===== src/rtl/vga_pkg.sv =====
// Shared display geometry, pixel format and arbiter state encoding for the
// framebuffer scan-out path.
package vga_pkg;
  localparam int DEF_H_ACTIVE = 640;
  localparam int DEF_V_ACTIVE = 480;
  localparam int FB_WORDS     = DEF_H_ACTIVE * DEF_V_ACTIVE;

  typedef struct packed {
    logic [7:0] r;
    logic [7:0] g;
    logic [7:0] a;
  } rgb_t;

  typedef enum logic [1:0] {S_WAIT, S_RUN, S_DONE} arb_state_t;
endpackage


===== src/rtl/vga_pix_fifo.sv =====
// Small synchronous pixel FIFO with flush; a pop on empty and a push on full
// without a pop are ignored. DEPTH must be a power of 2, at least 2.
module vga_pix_fifo import vga_pkg::*; #(
  parameter int DEPTH = 4
) (
  input  logic                   clk_in,
  input  logic                   rst,
  input  logic                   flush,
  input  logic                   push,
  input  logic [23:0]            din,
  input  logic                   pop,
  output logic [23:0]            dout,
  output logic [$clog2(DEPTH):0] count,
  output logic                   full,
  output logic                   empty
);
  localparam int AW = $clog2(DEPTH);
  localparam int CW = AW + 1;

  rgb_t [DEPTH-1:0] mem;
  logic [AW-1:0]    wr_ptr, rd_ptr;
  logic             do_push, do_pop;

  assign empty   = (count == '0);
  assign full    = (count == CW'(DEPTH));
  assign do_pop  = pop && !empty;
  // a full FIFO still accepts a push in the same cycle as a pop
  assign do_push = push && (!full || do_pop);
  assign dout    = mem[rd_ptr];

  always_ff @(posedge clk_in) begin
    if (!rst || flush) begin
      wr_ptr <= '0;
      rd_ptr <= '0;
      count  <= '0;
    end else begin
      if (do_push) wr_ptr <= wr_ptr + AW'(1);
      if (do_pop)  rd_ptr <= rd_ptr + AW'(1);
      count <= count + CW'(do_push) - CW'(do_pop);
    end
  end

  always_ff @(posedge clk_in)
    if (do_push) mem[wr_ptr] <= din;
endmodule


===== src/rtl/vga_fb_arbiter.sv =====
// Single-port framebuffer arbiter: scan-out prefetch into a pixel FIFO, writer
// in spare slots with a starvation guard. VGA_FB_STATS_EN adds underflow_cnt.
module vga_fb_arbiter import vga_pkg::*; #(
  parameter int H_ACTIVE   = DEF_H_ACTIVE,
  parameter int V_ACTIVE   = DEF_V_ACTIVE,
  parameter int ADDR_W     = 19,
  parameter int FIFO_DEPTH = 4,
  parameter int MAX_WAIT   = 8
) (
  input  logic              clk_in,
  input  logic              rst,
  input  logic              clock_div,
  input  logic              disp_active,
  input  logic              frame_start,
  input  logic              wr_valid,
  output logic              wr_ready,
  input  logic [ADDR_W-1:0] wr_addr,
  input  logic [23:0]       wr_data,
  output logic [ADDR_W-1:0] mem_addr,
  output logic              mem_re,
  output logic              mem_we,
  output logic [23:0]       mem_wdata,
  input  logic [23:0]       mem_rdata,
  output logic [7:0]        R_out,
  output logic [7:0]        G_out,
  output logic [7:0]        A_out,
  output logic              underflow
`ifdef VGA_FB_STATS_EN
  ,
  output logic [15:0]       underflow_cnt
`endif
);
  localparam int FB_LIMIT = H_ACTIVE * V_ACTIVE;
  localparam int CW       = $clog2(FIFO_DEPTH) + 1;
  localparam int WW       = $clog2(MAX_WAIT + 1);
  localparam logic [ADDR_W:0] FB_END = (ADDR_W+1)'(FB_LIMIT);

  arb_state_t        state, state_nxt;
  logic [ADDR_W-1:0] fetch_addr;
  logic [WW-1:0]     wait_cnt;
  logic              rd_inflight;
  logic              fetch_need, force_wr, rd_grant, wr_grant, pop_req;
  logic [CW-1:0]     fifo_count;
  logic              fifo_full, fifo_empty;
  rgb_t              fifo_dout, pix;

  assign pop_req = clock_div && disp_active;

  // frame_start blocks the fetch so the first read after a flush is address 0
  assign fetch_need = rst && !frame_start && (state == S_RUN) && !fifo_full &&
                      ({1'b0, fetch_addr} < FB_END) &&
                      ((CW+1)'(fifo_count) + (CW+1)'(rd_inflight) < (CW+1)'(FIFO_DEPTH));
  assign force_wr   = wr_valid && (wait_cnt == WW'(MAX_WAIT));

  always_ff @(posedge clk_in)
    if (!rst) state <= S_WAIT;
    else      state <= state_nxt;

  always_comb begin
    state_nxt = state;
    if (frame_start)
      state_nxt = S_RUN;
    else if (state == S_RUN && rd_grant && fetch_addr == ADDR_W'(FB_LIMIT - 1))
      state_nxt = S_DONE;
  end

  always_comb begin
    rd_grant  = fetch_need && !force_wr;
    wr_grant  = rst && wr_valid && !rd_grant;
    wr_ready  = wr_grant;
    mem_re    = rd_grant;
    mem_we    = wr_grant && ({1'b0, wr_addr} < FB_END);
    mem_addr  = rd_grant ? fetch_addr : wr_addr;
    mem_wdata = wr_data;
  end

  vga_pix_fifo #(.DEPTH(FIFO_DEPTH)) u_fifo (
    .clk_in (clk_in),
    .rst    (rst),
    .flush  (frame_start),
    .push   (rd_inflight && !frame_start),
    .din    (mem_rdata),
    .pop    (pop_req),
    .dout   (fifo_dout),
    .count  (fifo_count),
    .full   (fifo_full),
    .empty  (fifo_empty)
  );

  always_ff @(posedge clk_in) begin
    if (!rst) begin
      fetch_addr  <= '0;
      wait_cnt    <= '0;
      rd_inflight <= 1'b0;
      pix         <= '0;
      underflow   <= 1'b0;
    end else begin
      if (frame_start)   fetch_addr <= '0;
      else if (rd_grant) fetch_addr <= fetch_addr + ADDR_W'(1);
      rd_inflight <= rd_grant;
      if (!wr_valid || wr_grant)          wait_cnt <= '0;
      else if (wait_cnt != WW'(MAX_WAIT)) wait_cnt <= wait_cnt + WW'(1);
      if (clock_div) pix <= (disp_active && !fifo_empty) ? fifo_dout : '0;
      if (pop_req && fifo_empty) underflow <= 1'b1;
    end
  end

  assign R_out = pix.r;
  assign G_out = pix.g;
  assign A_out = pix.a;

`ifdef VGA_FB_STATS_EN
  always_ff @(posedge clk_in)
    if (!rst || frame_start)
      underflow_cnt <= '0;
    else if (pop_req && fifo_empty && underflow_cnt != 16'hFFFF)
      underflow_cnt <= underflow_cnt + 16'd1;
`endif
endmodule


===== config.mk =====
export PLATFORM = sky130hd
export DESIGN_NAME = vga_fb_arbiter
export DESIGN_NICKNAME = d
export VERILOG_FILES = /design/src/rtl/vga_pkg.sv /design/src/rtl/vga_pix_fifo.sv /design/src/rtl/vga_fb_arbiter.sv
export SDC_FILE = /design/constraint.sdc
export NUM_CORES = 1
export LEC_CHECK = 0
export BUFFER_PORTS_ARGS = -buffer_cell sky130_fd_sc_hd__buf_2
export CORE_MARGIN = 4
export CORE_UTILIZATION = 40
export CTS_BUF_LIST = sky130_fd_sc_hd__clkbuf_8
export DETAILED_ROUTE_END_ITERATION = 12
export GPL_ROUTABILITY_DRIVEN = 1
export PLACE_DENSITY = 0.61
export SYNTH_ARGS = -nofsm -noshare
export SYNTH_HDL_FRONTEND = slang
export SYNTH_SLANG_ARGS = --single-unit

===== constraint.sdc =====
create_clock -name clk_in -period 2.3 [get_ports clk_in]
set_input_delay 0.115 -clock clk_in [delete_from_list [all_inputs] [get_ports clk_in]]
set_output_delay 0.115 -clock clk_in [all_outputs]
set_load 0.02 [all_outputs]

Word level (Yosys, flattened, before mapping)
Index checks and enable logic that the tools add are counted.

word-level totals
  output and inout bits = 71
  input bits = 73
  logic and storage cells = 85
  bits in registers = 154

cells by class
  bitwise operators = 1
  reductions and logical operators = 33
  multiplexer cells = 9
  magnitude comparators = 6
  equality and inequality tests = 5
  add/subtract/negate cells = 7

operators by type and width
  kind                                                                  count
  96-bit bitwise mux                                                    1
  24-bit two-way mux                                                    3
  24-bit binary-select mux with 2-bit select                            1
  24-bit demux with 2-bit select                                        1
  19-bit < comparator, second input constant                            2
  19-bit by 1-bit adder with 19-bit output, second input constant       1
  19-bit == test, second input constant                                 1
  1-bit logical AND                                                     19
  19-bit two-way mux                                                    1
  1-bit zero test                                                       7
  2-bit by 3-bit < comparator with 1-bit output, second input constant  2
  2-bit by 1-bit adder with 2-bit output, second input constant         2
  3-bit by 1-bit adder with 4-bit output                                1
  4-bit by 1-bit adder with 4-bit output, second input constant         1
  4-bit == test, second input constant                                  1
  4-bit by 3-bit < comparator with 1-bit output, second input constant  1
  4-bit inequality test, second input constant                          1
  2-bit OR reduction                                                    2
  3-bit by 1-bit adder with 3-bit output                                1
  3-bit == test, second input constant                                  1
  3-bit zero test                                                       1
  1-bit logical OR                                                      3
  3-bit by 1-bit subtractor with 3-bit output                           1
  2-bit by 1-bit == test with 1-bit output, second input constant       1
  4 further kinds                                                       5

Depth between registers and ports, before layout
  word-level depth = 11
  gate-level depth with buffers = 10
  depth with buffers taken out = 9

Modules after synthesis
Synthesis repeated with hierarchy kept, for this count alone.

second synthesis, totals
  cells, all modules = 522
  area total of the unflattened synthesis = 6617.6 sq um

modules (own cells, without submodules)
  module          times used  cells each  area an instance (sq um)  seq. area each (sq um)
  vga_pix_fifo    1           175         3900.0                    3022.9
  vga_fb_arbiter  1           347         2717.6                    1021.0

Worst setup path before layout
Ideal clock, no wire load.

  path type = reg-to-reg
  start point = reg u_fifo.count[1]
  end point = reg u_fifo.count[2]
  required time = 2.171 ns
  path slack = 0.014 ns
  path buffers = 1
  setup time = 0.129 ns
  cell stages (with the launch flop) = 11
  data arrival time = 2.157 ns
  cells stage by stage = dfxtp_1 -> nor3_1 -> nor2_1 -> clkbuf_1 -> ha_1 -> inv_1 -> ha_1 -> inv_1 -> fa_1 -> xnor2_1 -> nor2_1

on the way
  word-level cells in the longest chain between the ends = 7
  elaborated cells on any way between the ends = 9

ends and longest elaborated chain
  element                                        RTL line            text
  start, declared                                vga_pix_fifo.sv:13  output logic [$clog2(DEPTH):0] count,
  start signal, assigned                         vga_pix_fifo.sv:39  count <= count + CW'(do_push) - CW'(do_pop);
  3-bit zero test *                              vga_pix_fifo.sv:24  assign empty = (count == '0);
  1-bit zero test *                              vga_pix_fifo.sv:26  assign do_pop = pop && !empty;
  1-bit logical AND *                            vga_pix_fifo.sv:26
  named net u_fifo.do_pop                        vga_pix_fifo.sv:22  logic do_push, do_pop;
  1-bit logical OR                               vga_pix_fifo.sv:28  assign do_push = push && (!full || do_pop);
  1-bit logical AND                              vga_pix_fifo.sv:28
  3-bit by 1-bit adder with 3-bit output         vga_pix_fifo.sv:39
  3-bit by 1-bit subtractor with 3-bit output *  vga_pix_fifo.sv:39

The timed path passes the listed nets; every way through them passes the cells marked *.
A chain may end at the register's enable or synchronous reset.

Worst setup path in the final report
  start point = reg fetch_addr[14]
  end point = out mem_addr[12]

on the way
  word-level cells in the longest chain between the ends = 5

ends and longest elaborated chain
  element                 RTL line              text
  start, declared         vga_fb_arbiter.sv:39  logic [ADDR_W-1:0] fetch_addr;
  start signal, assigned  vga_fb_arbiter.sv:99  else if (rd_grant) fetch_addr <= fetch_addr + ADDR_W'(1);
  19-bit < comparator     vga_fb_arbiter.sv:51  ({1'b0, fetch_addr} < FB_END) &&
  1-bit logical AND       vga_fb_arbiter.sv:50  assign fetch_need = rst && !frame_start && (state == S_RUN) && !fifo_full &&
  1-bit logical AND       vga_fb_arbiter.sv:51
  1-bit logical AND       vga_fb_arbiter.sv:68  rd_grant = fetch_need && !force_wr;
  19-bit two-way mux      vga_fb_arbiter.sv:73  mem_addr = rd_grant ? fetch_addr : wr_addr;
  end, declared           vga_fb_arbiter.sv:19  output logic [ADDR_W-1:0] mem_addr,

Every way passes these cells.

==> metrics.txt <==
outcome complete, but fails checks; failing checks negative setup slack; Clock Latency Late Sink around 0.45 ns; Tmin final about 2.3 ns; P&R area growth vs syn 24.2%; I/O Buffers between 90 and 100; die height roughly 140 um; Synth cell types a little under 50; Clk pin slew, worst setup/hold paths around 0.080 ns; share of the synthesized area in the top cell type 43.5%; layout net count just over 700; total wire length 14700 um; routed vias between 4000 and 5000; layout cells sized above 1 between 30% and 40%; Die W roughly 140 um; CP Max Fanout 7; Routed Antenna Nets 0; Core Area approximately 16000 sq um; Power, Total 5380 uW; yosys warns 0; Setup violations, final 2; Seq/Total Area, Yosys about three fifths; CP Class reg -> out; Worst-Margin Slew around 0.76 ns; Tcrit/Tclk final 100%; total track usage between 10% and 20%; RSZ-0062 raised after global routing yes; synthesized instance count 513; Fillers 1375; die area about 19000 sq um; LEAKAGE around 0.0030 uW; crit path max-delay cell type a2111oi_4; max_slew headroom between 40% and 50%; max cap viols 0; I/O pins about 140; WHS approximately 0.082 ns; Async SR Flop Fraction 0%; crit end category primary output; drt via density roughly 5.0; pin count of the biggest net entering global routing 31; fmax roughly 430 MHz; drt wl/cell around 17 um; RePlAce Congestion 0.823; DP Wirelength around 9300 um; Cell Area, Synth about 6600 sq um; drt first-iter violations around 240; fin util between 50 and 60%; initial antenna violation count 0; Post-synth EDFFs 96; worst path cell trace a2111oi_4 -> o2111ai_4 -> or2_4 -> mux2_4 -> buf_6; # DRC 0; Final Worst Setup Slack -0.00423 ns; first-pass GRT wire length 23100 um; CTS buffer count 17; Net Count, Synth 597; Buf/Inv on CP 1; cell row count between 40 and 50; HP Class in -> reg; P per Cell Area ~650 nW/um^2; critical path launch point type flip-flop; clock sinks about 150; final hold vios 0; Synth area leader edfxtp_1; Slew Limit Fails 0; Main synth FF type edfxtp_1; synth top area cells edfxtp_1 44%, dfxtp_1 18%, mux4_2 8.2%; vias in the first global route between 4000 and 5000; post-synthesis register bit count roughly 150; CTS tree done; delay-heaviest family, CP compound AO/OA/AOI/OAI gates; Syn Area/Cell 12.9 sq um; Starting Density approximately two fifths; Root Driver clkbuf_8; WP data required approximately 2.2 ns; grt total ovfl 0; Critical Path AT about 2.2 ns; Critical Path Max Stage Delay between 0.3 and 0.4 ns; drt pass-1 iters 4; Clock Skews 0.0113 ns; # H-tree levels 4; IR drop worst, VDD 0.509 mV; deepest clock path buffer count 2; # diodes 0
[per-layer routing]
layer / GRT usage, % / vias to the layer above / routed length [um]
met4: 5.32 / 0 / 236
li1: - / 2041 / -
met1: 19.7 / 2107 / 6040
met2: 28.2 / 135 / 7510
met3: 5.15 / 26 / 874
met5: 0 / - / 0
[synth_stat cells (2+ instances only)]
master,number
a211oi_1,2
a21oi_1,28
a31o_2,3
a31oi_1,3
and2_1,5
and3_1,2
and4_1,2
buf_2,4
buf_4,25
buf_6,4
clkbuf_1,14
dfxtp_1,58
edfxtp_1,96
ha_1,10
inv_1,11
mux2_2,2
mux2i_1,2
mux4_2,24
nand2_1,66
nand3_1,8
nand4_1,4
nor2_1,25
nor2b_1,51
nor3_1,12
nor4_1,3
nor4_2,5
o21ai_0,4
xnor2_1,17
xor2_1,3
[cell type report]
cell class / instances / area [sq um] / area share [%]
repair buffers: 147 / 1070 / 13.0
clock buffers: 17 / 234 / 2.84
well taps: 216 / 270 / 3.29
flip-flops and latches: 154 / 4050 / 49.3
repair inverters: 1 / 8.76 / 0.106
inverters: 12 / 57.6 / 0.700
multi-input cells: 299 / 2360 / 28.7
clock inverters: 15 / 169 / 2.05
[worst min-delay path: cells and delay by family]
kind | cells | cell delay (ns)
simple gates | 2 | 0.26
buf+inv | 1 | 0.12
[cell usage in the layout, fill, tap and decap left out, drive strengths merged, types with 5 or more instances in the layout]
master and count:
nor3 12, inv 19, and2 5, nand2 66, nor2 26, clkinv 5
dlygate4sd3 26, edfxtp 96, clkbuf 18, nor2b 51, nor4 8, mux4 24
xnor2 17, nand3 8, ha 10, dfxtp 58, buf 120, a21oi 28
[kinds of logic after synthesis]
logic type / share of synthesized area, %
compound gates: 4.44
fa+ha+maj: 2.19
mux: 8.80
simple gates: 15.1
xor+xnor: 2.64
buf+inv: 5.80
flops: 61.1
[power breakdown]
part	switching, uW	internal (uW)
sequential	7.47	2940
combinational	182	163
clock	1010	1070
total	1200	4180
[per-stage QoR]
stage	setup TNS [ns]	std cells	instance area (sq um)	setup WS, ns
after floorplan	0	513	6620	0.0143
after global placement	0	796	7220	0.227
after detailed placement	0	796	7220	0.152
after CTS	0	857	7910	0.00161
after global routing	-0.994	861	8230	-0.105
final	-0.00475	861	8230	-0.00423
[sequential cells by signal, summed over array words and instances, names as in the netlist, 3 cells and up]
register / count
R_out: 8
u_fifo.count: 3
u_fifo.mem: 96
G_out: 8
fetch_addr: 19
wait_cnt: 4
A_out: 8
[path summary, 6_finish.rpt]
path	from	to	slack, ns	cells past startpoint
worst max-delay path	fetch_addr[14]$_SDFFE_PP0P_	mem_addr[12]	-0.004	5
worst min-delay path	wr_valid	wait_cnt[2]$_SDFFE_PP0P_	0.08	3
worst max register to register	fetch_addr[14]$_SDFFE_PP0P_	state[0]$_SDFFE_PN0P_	0.19	7
worst min register to register	state[0]$_SDFFE_PN0P_	state[0]$_SDFFE_PN0P_	0.50	2
[repair_timing]
item / in CTS / in global routing
gates resized for setup: 6 / 81
hold endpoints to repair: 98 / 0
cloned: 2 / 2
endpoints found under the setup margin: 22 / 23
pin swaps: 2 / 20
hold buffers: 26 / 0
buffers inserted: 1 / 2
No activity file was read; power rests on OpenSTA's default activity.
